[config.mk]
export PLATFORM = sky130hd
export DESIGN_NAME = pc_sequencer
export DESIGN_NICKNAME = d
export VERILOG_FILES = /design/src/rtl/pc_sequencer.sv
export SDC_FILE = /design/constraint.sdc
export NUM_CORES = 1
export LEC_CHECK = 0
export ABC_AREA = 1
export CORE_MARGIN = 8
export CORE_UTILIZATION = 55
export DETAILED_ROUTE_END_ITERATION = 7
export GPL_ROUTABILITY_DRIVEN = 0
export PLACE_DENSITY = 0.86
export SYNTH_ARGS = -nofsm -noshare
export SYNTH_HDL_FRONTEND = slang
export SYNTH_SLANG_ARGS = --single-unit
export TNS_END_PERCENT = 30
[constraint.sdc]
create_clock -name clock -period 4 [get_ports clock]
set_input_delay 1 -clock clock [delete_from_list [all_inputs] [get_ports clock]]
set_output_delay 1 -clock clock [all_outputs]
set_load 0.01 [all_outputs]
[src/rtl/pc_sequencer.sv]
// Program-counter sequencer: registered PC, next-address selection and a
// circular return-address stack with overflow/underflow detection.
module pc_sequencer #(
  parameter int ADDR_WIDTH = 32,
  parameter int STACK_DEPTH = 8,
  parameter logic [ADDR_WIDTH-1:0] RESET_ADDR = '0
) (
  input  logic                  clock,
  input  logic                  reset,
  input  logic                  stall,
  input  logic [2:0]            pc_select,
  input  logic [ADDR_WIDTH-1:0] branch_address,
  input  logic [ADDR_WIDTH-1:0] jr_address,
  input  logic [ADDR_WIDTH-1:0] jpc_address,
  output logic [ADDR_WIDTH-1:0] pc,
  output logic [ADDR_WIDTH-1:0] pc_plus1,
  output logic [ADDR_WIDTH-1:0] next_address,
  output logic [ADDR_WIDTH-1:0] stack_top,
  output logic                  stack_empty,
  output logic                  stack_full,
  output logic                  halted,
  output logic                  stack_error
);

  localparam int PTR_W = $clog2(STACK_DEPTH);
  localparam logic [PTR_W:0] DEPTH_CNT = (PTR_W + 1)'(STACK_DEPTH);

  localparam logic [2:0] SEL_RET    = 3'b000;
  localparam logic [2:0] SEL_JR     = 3'b001;
  localparam logic [2:0] SEL_BRANCH = 3'b011;
  localparam logic [2:0] SEL_HALT   = 3'b100;
  localparam logic [2:0] SEL_JPC    = 3'b101;
  localparam logic [2:0] SEL_CALL   = 3'b110;

  logic [ADDR_WIDTH-1:0] stack_mem [STACK_DEPTH];
  logic [PTR_W-1:0]      top_ptr;
  logic [PTR_W:0]        count;
  logic                  push;
  logic                  pop;
  logic                  underflow;
  logic                  commit;

  assign commit      = !reset && !stall;
  assign pc_plus1    = pc + 1'b1;
  assign stack_empty = (count == '0);
  assign stack_full  = (count == DEPTH_CNT);
  // Stale entries below the live region are never shown once the count is zero.
  assign stack_top   = stack_empty ? '0 : stack_mem[top_ptr];

  always_comb begin
    next_address = pc_plus1;
    push         = 1'b0;
    pop          = 1'b0;
    underflow    = 1'b0;
    case (pc_select)
      SEL_RET: begin
        if (stack_empty) begin
          next_address = pc;
          underflow    = 1'b1;
        end else begin
          next_address = stack_top;
          pop          = 1'b1;
        end
      end
      SEL_JR:     next_address = jr_address;
      SEL_BRANCH: next_address = branch_address;
      SEL_HALT:   next_address = pc;
      SEL_JPC:    next_address = jpc_address;
      SEL_CALL: begin
        next_address = jpc_address;
        push         = 1'b1;
      end
      default:    next_address = pc_plus1;
    endcase
  end

  always_ff @(posedge clock) begin
    if (reset) begin
      pc          <= RESET_ADDR;
      top_ptr     <= '0;
      count       <= '0;
      halted      <= 1'b0;
      stack_error <= 1'b0;
    end else if (!stall) begin
      pc     <= next_address;
      halted <= (pc_select == SEL_HALT);
      if (push) begin
        top_ptr <= top_ptr + 1'b1;
        // A push onto a full stack overwrites the oldest entry.
        if (stack_full) stack_error <= 1'b1;
        else            count <= count + 1'b1;
      end else if (pop) begin
        top_ptr <= top_ptr - 1'b1;
        count   <= count - 1'b1;
      end
      if (underflow) stack_error <= 1'b1;
    end
  end

  always_ff @(posedge clock) begin
    if (commit && push) stack_mem[top_ptr + 1'b1] <= pc_plus1;
  end

endmodule

==> results.json, run 1 <==
{
  "slew-limit-headroom_pct": 59.3,
  "grt_max_degree": 84,
  "maxSlewViolCount": 0,
  "grt_pass1_wl_microns": 82500,
  "synth_common_cells": "577 x nand2_1, 315 x inv_1, 256 x edfxtp_1",
  "finalWorstSetupSlack_ns": 0.0275,
  "fin_crit_ns": 3.97,
  "synth_edf_count": 256,
  "yosys_warnings": 0,
  "synthToLayoutAreaGrowth_pct": 28.8,
  "fmax_mhz": 252,
  "dpl.hpwl_microns": 36100,
  "seq_area_frac_synth_pct": 54.9,
  "worstSkewPairLatency_ns": 0.56,
  "fin_skew_ns": 0.0174,
  "diodes": 0,
  "drive_above_1_share_pct": 10.5,
  "fin_tns_setup_ns": 0,
  "period_share_pct": 99.3,
  "cts-root-buf": "clkbuf_16",
  "die_h_microns": 185,
  "first_pass_iters": 8,
  "dr_wl_met3_microns": 7600,
  "drtIter0Drc": 2152,
  "ys_seq_elements": 300,
  "syn-instance-count": 1910,
  "met2_length_microns": 25400,
  "crit_fanout": 9,
  "wl_met1_microns": 18300,
  "synthesis.nets": 2018,
  "viasPerCell": 5.81,
  "syn_avg_cell_area_sq_um": 8.18,
  "required_ns": 3.00,
  "grt_usage_pct": 31.4,
  "clkTransAtPathRegs_ns": 0.06,
  "arrival_ns": 2.97,
  "ctsHtreeMaxLevel": 1,
  "layout.nets": 2282,
  "ir_drop_uv": 341,
  "synth.area.top_cells": "edfxtp_1 49%, nand2_1 14%, inv_1 7.6%, nand3_1 7.4%, dfxtp_1 5.6%",
  "drv_cap": 0,
  "startpoint_type": "flop",
  "synth_top_area_share_pct": 49.2,
  "synthesis.area_sq_mm": 0.0156,
  "ys.flop_type": "edfxtp_1",
  "cts_tree": "done",
  "whs_ns": 0.536,
  "yosys.area.top_type": "edfxtp_1",
  "vias": 14950,
  "async_reset_ff_share_pct": 0,
  "ant_nets": 0,
  "synthDistinctLibCells": 36,
  "drc": 14,
  "wl_per_cell_microns": 21.2,
  "synth_most_common_cell": "nand2_1",
  "numCtsBuffers": 30,
  "initial_core_util_pct": 56.1,
  "port_buffers": 233,
  "min_path_type": "reg -> reg",
  "status": "finished with violations",
  "cts_sinks": 300,
  "ioPinCount": 234,
  "dr.max_layer_used": "met5",
  "core_sq_mm": 0.0279,
  "tightest_slew_ns": 0.609,
  "fp.dieW_microns": 185,
  "grt_overflow_total": 0,
  "dp_slack_ns": -0.435,
  "crit_type": "reg -> out",
  "violations": "design-rule violations",
  "drt_wl_total_microns": 54600,
  "finalSetupViolations": 0,
  "p_total_mw": 7.89,
  "grt_pass1_vias": 15128,
  "cts_hold_buf": 0,
  "final-hold-violation-count": 0,
  "rsz0062_at_grt": "yes",
  "grt_antenna_before_repair": 1,
  "clockBufferDepth": 3,
  "die_area_sq_mm": 0.0340,
  "power_leakage_nw": 8.90,
  "rows": 61,
  "worstSetupEndpointType": "primary output",
  "power_density_mw_per_mm2": 392
}
-- stage by stage --
step	utilization, %	area [sq um]	cells
5_1_grt	72.2	20100	2575
2_1_floorplan	-	15600	1910
4_1_cts	71.6	20000	2569
6_report	72.2	20100	2575
3_5_place_dp	67.4	18800	2510
3_3_place_gp	67.4	18800	2510
-- where the power goes --
| part | internal, mW | leakage [nW] | switching, mW | total [mW] |
|---|---|---|---|---|
| combinational | 0.550 | 5.69 | 0.778 | 1.33 |
| sequential | 3.46 | 2.71 | 0.0677 | 3.52 |
| clock | 1.81 | 0.510 | 1.23 | 3.04 |
-- layout by cell type, fill, tap and decap left out, types with 27 or more instances in the layout --
| master | n |
|---|---|
| clkdlybuf4s50_1 | 198 |
| clkbuf_16 | 31 |
| nand2_1 | 566 |
| dfxtp_1 | 40 |
| inv_1 | 312 |
| nor2_1 | 182 |
| nand4_1 | 32 |
| and3_1 | 31 |
| dlygate4sd2_1 | 27 |
| o21ai_0 | 45 |
| nand3_1 | 220 |
| buf_4 | 57 |
| edfxtp_1 | 256 |
-- final timing paths --
kind	cells past startpoint	startpoint	endpoint	slack, ns
setup / recovery	7	pc[3]	pc_plus1[11]	0.03
hold / removal	2	top_ptr[1]	flop	0.54
hold reg to reg	2	top_ptr[1]	flop	0.54
setup reg to reg	10	flop	pc[20]	1.83
-- registers in the layout (all words and copies together) (netlist names), named ones only --
name,flops
halted,1
pc,32
stack_mem,256
stack_error,1
top_ptr,3
count,4
-- cells by family after synthesis --
logic type,share of synthesized area [%]
DFF,54.9
AOI/OAI and AO/OA,3.50
buffers and inverters,10.7
xor gates and xnor gates,0.617
adders and majority gates,0.529
and+or+nand+nor,29.8
-- per-layer routing --
metal	global-route usage [%]	up-vias
li1	-	6608
met3	8.80	264
met1	36.7	6820
met4	18.4	2
met5	0	-
met2	51.2	1256
-- layout make-up --
type | count | area [sq um]
flip-flops and latches | 300 | 8580
inverters | 322 | 1210
repair buffers | 316 | 3220
clock buffers | 34 | 787
fillers | 1855 | 7740
clock inverters | 21 | 275
well taps | 378 | 473
multi-input cells | 1204 | 5570
-- repair_timing --
action,4_1_cts,5_1_grt
gates resized for setup,53,35
setup endpoints to repair,40,50
setup buffers,3,5
cloned,1,1
pin swaps,8,8
-- critical path, stage by stage, from the launching register on --
cell             delay, ns
dfxtp_1               0.47
nand2_1               0.21
nor2_1                0.22
nand2_1               0.17
nor2_2                0.26
nand2_1               0.12
nand2_1               0.30
clkdlybuf4s50_1       0.65
No activity file was read; power rests on OpenSTA's default activity.
==> run 2: changes to the inputs <==
ABC_CLOCK_PERIOD_IN_PS = 4000   (was default)
GPL_ROUTABILITY_DRIVEN = default   (was 0)
HOLD_SLACK_MARGIN = 0.1   (was default)
==> run 2 against run 1 <==
The flow finishes with violations (negative setup slack). Clock power shrank 8.6%. Count of clock-buffer cells in the layout up 14. Global-route usage fell by 0.65 points. Via count down 3.2%. First-iteration DRC count decreased by 18%. Clock skew decreased by 0.0068 ns. Final area down 0.36%. Critical path type is now in -> out. Critical endpoint is now next_address[20].
==> results.json, run 2 (synthesis results as in run 1) <==
{
  "gp_congestion": 0.967,
  "fin_crit_ns": 4.07,
  "period_share_pct": 102,
  "grt_max_degree": 85,
  "synthToLayoutAreaGrowth_pct": 28.3,
  "cts-root-buf": "clkbuf_16",
  "fin_skew_ns": 0.0105,
  "crit_fanout": 16,
  "worstSetupEndpointType": "primary output",
  "grt_overflow_total": 0,
  "first_pass_iters": 6,
  "ir_drop_uv": 416,
  "core_sq_mm": 0.0279,
  "power_density_mw_per_mm2": 380,
  "rrSetupSlack_ns": 1.78,
  "power_leakage_nw": 8.93,
  "maxSlewViolCount": 0,
  "rows": 61,
  "finalSetupViolations": 1,
  "ctsHtreeMaxLevel": 1,
  "min_path_type": "reg -> reg",
  "grt_pass1_wl_microns": 81000,
  "dpl.hpwl_microns": 36800,
  "vias": 14478,
  "rsz0062_at_grt": "yes",
  "final_common_cell": "nand2_1",
  "fmax_mhz": 246,
  "worstSkewPairLatency_ns": 0.55,
  "grt_pass1_vias": 14474,
  "cts_tree": "done",
  "top_register": "stack_mem",
  "cts_sinks": 300,
  "layout.nets": 2277,
  "fin_tns_setup_ns": -0.0667,
  "drc": 0,
  "largest_reg_flops": 256,
  "required_ns": 3.00,
  "drive_above_1_share_pct": 10.2,
  "mostFrequentLayoutCells": "560 x nand2_1, 313 x inv_1, 256 x edfxtp_1",
  "crit_type": "in -> out",
  "drt_wl_total_microns": 53000,
  "wl_per_cell_microns": 20.6,
  "port_buffers": 233,
  "startpoint_type": "primary input",
  "grt_usage_pct": 30.7,
  "status": "finished with violations",
  "ioPinCount": 234,
  "die_h_microns": 185,
  "initial_core_util_pct": 56.1,
  "slew-limit-headroom_pct": 56.3,
  "drtIter0Drc": 1768,
  "arrival_ns": 3.07,
  "grt_antenna_before_repair": 2,
  "diodes": 0,
  "ant_nets": 0,
  "violations": "negative setup slack",
  "dp_slack_ns": -0.459,
  "drv_cap": 0,
  "die_area_sq_mm": 0.0340,
  "tightest_slew_ns": 0.655,
  "top_regs": "stack_mem: 256 flops, pc: 32 flops, count: 4 flops",
  "clkTransAtPathRegs_ns": 0.06,
  "clockBufferDepth": 3,
  "numCtsBuffers": 30,
  "viasPerCell": 5.63,
  "final-hold-violation-count": 0,
  "fp.dieW_microns": 185,
  "finalWorstSetupSlack_ns": -0.0667
}
run 2: path summary, 6_finish.rpt:
path / from / end / cells after the start
setup reg to reg: count[0] / count[3] / 10
hold / removal: top_ptr[2] / flop / 2
hold reg to reg: top_ptr[2] / flop / 2
setup / recovery: pc_select[2] / next_address[20] / 11
run 2: area by class of cell:
type | count | area, sq um
clock buffer | 48 | 901
tap | 378 | 473
clock inverter | 8 | 72.6
timing repair buffer | 310 | 3190
inverter | 322 | 1220
multi-input combinational | 1205 | 5610
sequential | 300 | 8580
fill | 2013 | 7810
run 2: worst max-delay path, stage by stage:
cell,delay [ns]
clkdlybuf4s50_1,0.51
buf_4,0.15
nand3_2,0.21
nand2_8,0.22
nand2_1,0.07
nand3_1,0.11
nor2_1,0.05
nand2_1,0.05
nand2_1,0.08
inv_1,0.07
clkdlybuf4s50_1,0.53
run 2: per-layer routing:
layer / part of all wire, % / up-vias / global-route usage [%]
li1: - / 6603 / -
met1: 37 / 6728 / 38.4
met2: 47 / 967 / 51.4
met3: 11 / 176 / 6.79
met4: 4.3 / 4 / 11.9
met5: 0.055 / - / 0
run 2: timing repair:
action                                 in CTS  in global routing
setup buffers                               5                  0
setup endpoints to repair                  44                 47
endpoints found under the hold margin       0                  0
gates cloned                                2                  0
gates resized for setup                    46                 47
pin swaps                                   5                  5
hold buffers                                0                  0
run 2: metrics by stage:
stage	util, %	std cells	hold slack (ns)	power (mW)	cell area [sq um]
after floorplan	-	1910	0.459	4.17	15600
after global placement	67.3	2508	0.484	4.85	18700
after detailed placement	67.3	2508	0.490	4.87	18700
after CTS	71.4	2571	0.498	7.60	19900
after global routing	72.0	2571	0.521	7.85	20000
final	72.0	2571	0.498	7.63	20000
run 2: where the power goes:
| part | internal (mW) | switching (mW) | total [mW] |
|---|---|---|---|
| Clock | 1.60 | 1.18 | 2.78 |
| Combinational | 0.555 | 0.767 | 1.32 |
| Sequential | 3.46 | 0.0638 | 3.52 |
| Total | 5.61 | 2.01 | 7.63 |
